--- config.mk ---
export PLATFORM = sky130hd
export DESIGN_NAME = crc16_ccitt_byte_step
export DESIGN_NICKNAME = d
export VERILOG_FILES = /design/src/rtl/sd_spi_pkg.sv /design/src/rtl/crc16_ccitt_byte_step.sv
export SDC_FILE = /design/constraint.sdc
export NUM_CORES = 1
export LEC_CHECK = 0
export CORE_AREA = 3 3 40 42
export DETAILED_ROUTE_END_ITERATION = 10
export DIE_AREA = 0 0 43 45
export PLACE_DENSITY = 0.78
export SLEW_MARGIN = 25
export SYNTH_ARGS = -nofsm -noshare
export SYNTH_HDL_FRONTEND = slang
export SYNTH_SLANG_ARGS = --single-unit
--- constraint.sdc ---
create_clock -name vclk -period 1.4
set_clock_uncertainty 0.05 [all_clocks]
set_input_delay 0.21 -clock vclk [all_inputs]
set_output_delay 0.21 -clock vclk [all_outputs]
set_load 0.01 [all_outputs]
--- src/rtl/sd_spi_pkg.sv ---
// Shared definitions for the SPI SD data path: CRC polynomial, token bytes
// and the receive-side block state encoding.
package sd_spi_pkg;

  localparam logic [15:0] CRC16_POLY  = 16'h1021;
  localparam logic [7:0]  TOKEN_START = 8'hFE;
  localparam logic [7:0]  IDLE_BYTE   = 8'hFF;

  typedef enum logic [2:0] {
    ST_IDLE  = 3'd0,
    ST_HUNT  = 3'd1,
    ST_DATA  = 3'd2,
    ST_CRC_H = 3'd3,
    ST_CRC_L = 3'd4
  } blk_state_t;

endpackage

--- src/rtl/crc16_ccitt_byte_step.sv ---
// One-byte step of CRC16-CCITT (x^16+x^12+x^5+1), MSB first, no reflection.
// Purely combinational so the RX checker and the TX generator can share it.
module crc16_ccitt_byte_step
  import sd_spi_pkg::*;
(
  input  logic [15:0] crc_in,
  input  logic [7:0]  data_in,
  output logic [15:0] crc_out
);

  // Fold the byte into the top of the CRC, then shift out eight bits.
  always_comb begin
    logic [15:0] c;
    c = crc_in ^ {data_in, 8'h00};
    for (int i = 0; i < 8; i++) begin
      if (c[15]) c = {c[14:0], 1'b0} ^ CRC16_POLY;
      else       c = {c[14:0], 1'b0};
    end
    crc_out = c;
  end

endmodule

==> results of run 1 <==
-- how the worst min path moves through the flow --
stage                             end  cells after the start
final                     crc_out[14]                      3
after global routing      crc_out[14]                      3
after CTS                  crc_out[3]                      5
after detailed placement  crc_out[11]                      3
after global placement    crc_out[11]                      3
after floorplan           crc_out[10]                      1
-- area by class of cell --
type,count,area (um2)
tap,15,18.8
inverter,1,3.75
timing repair buffer,66,556
multi-input combinational,24,467
fill,78,240
-- through the flow --
step                      util [%]  total power, mW  hold slack (ns)  setup TNS [ns]  worst slack [ns]
after global placement        67.5            0.601             1.38          -10.78            -0.807
after global routing          81.3            0.700            0.827          -0.192           -0.0394
after floorplan                  -            0.279            0.458               0             0.170
final                         81.3            0.652            0.803         -0.0194           -0.0137
after CTS                     76.1            0.627            0.851          -0.184           -0.0701
after detailed placement      67.5            0.611             1.38          -11.16            -0.856
-- synth_stat cells --
master,count,area (um2)
xor3_4,2,55.1
xnor2_4,1,27.5
xnor3_1,4,90.1
xor2_1,3,26.3
inv_1,1,3.75
xnor3_4,1,26.3
xor3_1,2,47.6
xnor2_2,3,48.8
xnor2_1,8,70.1
-- per-layer routing --
metal	global-route usage (%)	share of wire, %	vias to the layer above
li1	-	-	218
met1	18.8	38	185
met2	26.9	49	36
met3	3.19	13	0
met4	0	0	0
met5	0	0	-
-- where the power goes --
group	switching, mW	internal, mW	leakage, nW	total (mW)
logic	0.228	0.424	0.583	0.652
registers	0	0	0	0
clock network	0	0	0	0
total	0.228	0.424	0.583	0.652
-- layout by cell type, fill, tap and decap left out, drive strengths merged --
cell type      instances
buf                   51
xnor2                 12
dlygate4sd2            5
xnor3                  5
clkbuf                 4
xor3                   4
xor2                   3
clkdlybuf4s50          3
dlymetal6s2s           2
inv                    1
clkdlybuf4s15          1
-- logic make-up (layout without fill, tap and decap cells) --
logic type | count (synthesis) | after routing | share of synthesized area, %
buf+inv | 1 | 67 | 0.948
xor+xnor | 24 | 24 | 99.1
-- what timing repair did --
item                       in CTS  in global routing
gates cloned                    0                  0
pin swaps                      15                 10
gates resized for setup       129                 24
buffers inserted               20                  2
setup endpoints to repair      16                 13
==> flow_summary.toml, run 1 <==
[floorplanning]
core_area_um2 = 1280
initial_core_util_pct = 30.8
die-width_um = 43
fp.dieH_um = 45
die_area_um2 = 1940
ios = 40
num_rows = 13

[pwr]
power.density_nw_per_um2 = 624
power_leakage_nw = 0.583
ir_drop_mv = 0.389

[global_routing]
antenna_found_initial = 0
grt.total_usage_pct = 14.6
first_global_vias = 486
gr-total-overflow = 0
grt_start_max_net_pins = 6
grt_pass1_wl_um = 2140

[critical_path]
critPathArrivalTime_ns = 1.15
startpoint = "data_in[5]"
cp_slowest_stage_delay_ns = 0.32
crit_type = "in2out"
start_kind = "input pin"
crit_buf_inv = 4
endpoint_kind = "output pin"
crit_end = "crc_out[6]"
worst_ep_required_time_ns = 1.14
critPathTopFamily = "buffers and inverters"
slowest_stage = "xnor3_1"
cp_common_cell = "buf_6"
worstPathCellList = "buf_8 > xnor2_4 > buf_6 > buf_6 > xnor3_1 > buf_2"
crit_cells = 6
cp_max_fo = 3

[status]
status = "complete, but fails checks"
violations = "setup timing"

[timing]
setup_ws_ns = -0.0137
max_freq_mhz = 707
fin_crit_sh_pct = 101
hold_viol_final = 0
setup_viol = 2
slew_violations = 0
rsz0062_at_grt = "yes"
finalCriticalPeriod_ns = 1.41
relSlewSlack_pct = 84.3
worst_slew_pin_slew_ns = 0.236

[place]
gp_congestion = 0.644
dpl_cell_area_um2 = 867
dp_hpwl_um = 969
port_buffers = 40
place_inst = 87

[synthesis]
syn_avg_cell_area_um2 = 15.8
ys_types = 9
syn_area_um2 = 395
syn_inst = 25
syn_nets = 49
synth_seq_area_share_pct = 0
ys_warn_count = 0

[routing]
first_pass_iters = 4
drtAntennaViolNets = 0
drc = 0
via_per_inst = 4.14
drt-total-wl_um = 1310
post_drt_wl_per_cell_um = 12.4
drt_iter0_markers = 5
dr_total_vias = 439

[hold_path]
min_from = "crc_in[6]"
hold_path.class = "in2out"

[cells_and_area]
regArea_um2 = 0
layout.nets = 117
finish.instance_area_um2 = 1040
seq_cells = 0
nClkBuffers = 0
syn_to_final_growth_pct = 164
antenna_cells = 0
layoutNonFillerInstCount = 106
drive_gt1_share_pct = 72.5

[clock_tree]
ctsHoldBuffers = 0

[job]
drv_cap = 0
(Power assumes the default switching activity.)
==> run 2, diff against run 1 <==
==> constraint.sdc (replaced) <==
create_clock -name vclk -period 1.5
set_clock_uncertainty 0.05 [all_clocks]
set_input_delay 0.225 -clock vclk [all_inputs]
set_output_delay 0.225 -clock vclk [all_outputs]
set_load 0.1 [all_outputs]
==> flow_summary.toml, run 2 <==
[place]
dpl_cell_area_um2 = 1220
gp_congestion = 0.626
dp_hpwl_um = 1410
dp_slack_ns = -0.654
port_buffers = 40

[floorplanning]
fp.dieH_um = 45
ios = 40
die-width_um = 43
num_rows = 13
initial_core_util_pct = 30.8

[synthesis]
syn_nets = 49
syn_avg_cell_area_um2 = 15.8
ys_warn_count = 0
synth_seq_area_share_pct = 0
yosys-top-cells-area = "xnor3_1 23%, xnor2_1 18%, xor3_4 14%"
syn_inst = 25
yosysTopAreaCell = "xnor3_1"
synth_top_area_share_pct = 22.8
ys_types = 9
yosysMostFrequentCell = "xnor2_1"
ys_top_cells_by_count = "8 x xnor2_1, 4 x xnor3_1, 3 x xnor2_2, 3 x xor2_1"
syn_area_um2 = 395

[clock_tree]
post_cts_resized = 95
cts_setup_buffers = 14
ctsHoldBuffers = 0

[status]
lastStage = "clock tree synthesis"
error = "[ERROR DPL-0038] Utilization greater than 100%, impossible to legalize"
status = "aborted with a tool error"
-- run 2: cell counts after synthesis --
No cell type changed its count.
-- run 2: kinds of logic after synthesis --
| logic type | synth area share (%) |
|---|---|
| xor gates and xnor gates | 99.1 |
| buffers and inverters | 0.948 |
-- run 2: through the flow --
step | std cells | setup TNS, ns
detailed placement | 87 | -6.81
global placement | 87 | -6.21
floorplan | 25 | -0.865
==> run 3, diff against run 2 <==
--- a/config.mk
+++ b/config.mk
@@ -5,10 +5,10 @@
 export SDC_FILE = /design/constraint.sdc
 export NUM_CORES = 1
 export LEC_CHECK = 0
-export CORE_AREA = 3 3 40 42
+export CORE_AREA = 3 3 64 66
 export DETAILED_ROUTE_END_ITERATION = 10
-export DIE_AREA = 0 0 43 45
-export PLACE_DENSITY = 0.78
+export DIE_AREA = 0 0 67 69
+export PLACE_DENSITY_LB_ADDON = 0.15
 export SLEW_MARGIN = 25
 export SYNTH_ARGS = -nofsm -noshare
 export SYNTH_HDL_FRONTEND = slang
==> flow_summary.toml, run 3 (synthesized netlist as in run 1, its figures left out) <==
[status]
status = "complete, but fails checks"
violations = "setup timing"

[global_routing]
antenna_found_initial = 0
grt_use_met2_pct = 10.0
first_global_vias = 434
grt_pass1_wl_um = 1970
gr-total-overflow = 0
grtUsageMet3_pct = 0.814
top_usage_layer = "met2"
use_met1_pct = 5.93
grt_start_max_net_pins = 5
grt.total_usage_pct = 5.12

[cells_and_area]
nClkBuffers = 0
final_common_cell = "buf_12"
final_cell_mix = "17 x buf_12, 12 x buf_6, 11 x buf_4"
layout.nets = 108
finish.instance_area_um2 = 1420
drive_gt1_share_pct = 91.5
fillCellCount = 374
seq_cells = 0
syn_to_final_growth_pct = 260
antenna_cells = 0
regArea_um2 = 0

[timing]
hold_viol_final = 0
finalCriticalPeriod_ns = 1.55
slew_violations = 0
worst_slew_pin_slew_ns = 0.223
setup_viol = 3
relSlewSlack_pct = 85.1
max_freq_mhz = 643
rsz0062_at_grt = "yes"
setup_ws_ns = -0.0545
fin_crit_sh_pct = 104

[routing]
drtAntennaViolNets = 0
dr_total_vias = 402
first_pass_iters = 2
drc = 0
drt_iter0_markers = 1
post_drt_wl_per_cell_um = 9.03
drt-total-wl_um = 1170
via_per_inst = 3.09

[pwr]
swShare_pct = 56.9
power_leakage_nw = 0.681
p_seq_share_pct = 0
p_comb_share_pct = 100.0
internal-power_mw = 0.748
power.density_nw_per_um2 = 1220
p_sw_mw = 0.989
p_clk_share_pct = 0
ir_drop_mv = 0.581

[clock_tree]
ctsHoldBuffers = 0

[floorplanning]
num_rows = 22
die-width_um = 67
initial_core_util_pct = 10.9
die_area_um2 = 4620
fp.dieH_um = 69
ios = 40
core_area_um2 = 3630

[critical_path]
worstPathCellList = "buf_8 > xnor3_4 > xnor3_4 > buf_12"
crit_buf_inv = 2
cp_slowest_stage_delay_ns = 0.42
cp_max_fo = 2
crit_type = "in2out"
endpoint_kind = "output pin"
critPathArrivalTime_ns = 1.28
cp_common_cell = "xnor3_4"
critPathTopFamily = "XOR/XNOR gates"
start_kind = "input pin"
slowest_stage = "xnor3_4"
worst_ep_required_time_ns = 1.22

[place]
dp_slack_ns = -0.490
dpl_cell_area_um2 = 1290
port_buffers = 40
gp_congestion = 0.582

[job]
drv_cap = 0

[hold_path]
hold_path.class = "in2out"
==> run 3: area by class of cell <==
type	count	area (um2)	area share [%]
timing repair buffer	57	744	52.3
multi-input combinational	24	616	43.2
tap	48	60.1	4.22
inverter	1	3.75	0.264
==> run 3: power groups by stage <==
| stage | sequential [mW] | combinational [mW] | clock (mW) |
|---|---|---|---|
| CTS | 0 | 1.75 | 0 |
| finish | 0 | 1.74 | 0 |
| global placement | 0 | 1.68 | 0 |
| detailed placement | 0 | 1.69 | 0 |
| global route | 0 | 1.78 | 0 |
| floorplan | 0 | 1.08 | 0 |
==> run 3: what timing repair did <==
action,in CTS,in global routing
buffers inserted,8,1
resized for setup,87,18
gates cloned,0,0
pin swaps,17,14
endpoints found under the setup margin,16,10
==> run 3: worst min-delay path, cell delays in order <==
cell	delay [ns]
dlymetal6s2s_1	0.08
xor3_2	0.26
buf_12	0.17
==> run 3: final timing paths <==
path | start | slack, ns | cells after the start | to
min | crc_in[5] | 0.93 | 3 | crc_out[13]
max | data_in[7] | -0.05 | 4 | crc_out[12]
==> run 3: through the flow <==
step	hold WS (ns)	power, mW	setup TNS, ns	utilization, %	instances
floorplan	0.622	1.08	-0.865	-	25
global placement	1.16	1.68	-5.48	35.4	122
detailed placement	1.17	1.69	-5.55	35.4	122
CTS	0.954	1.75	-0.765	37.9	130
global route	0.950	1.78	-0.258	39.2	130
finish	0.926	1.74	-0.0986	39.2	130
==> run 3: metal layers <==
layer / wire, um / share of wire, %
met2: 667 / 57
met1: 366 / 31
met3: 140 / 12
met4: 0 / 0
met5: 0 / 0
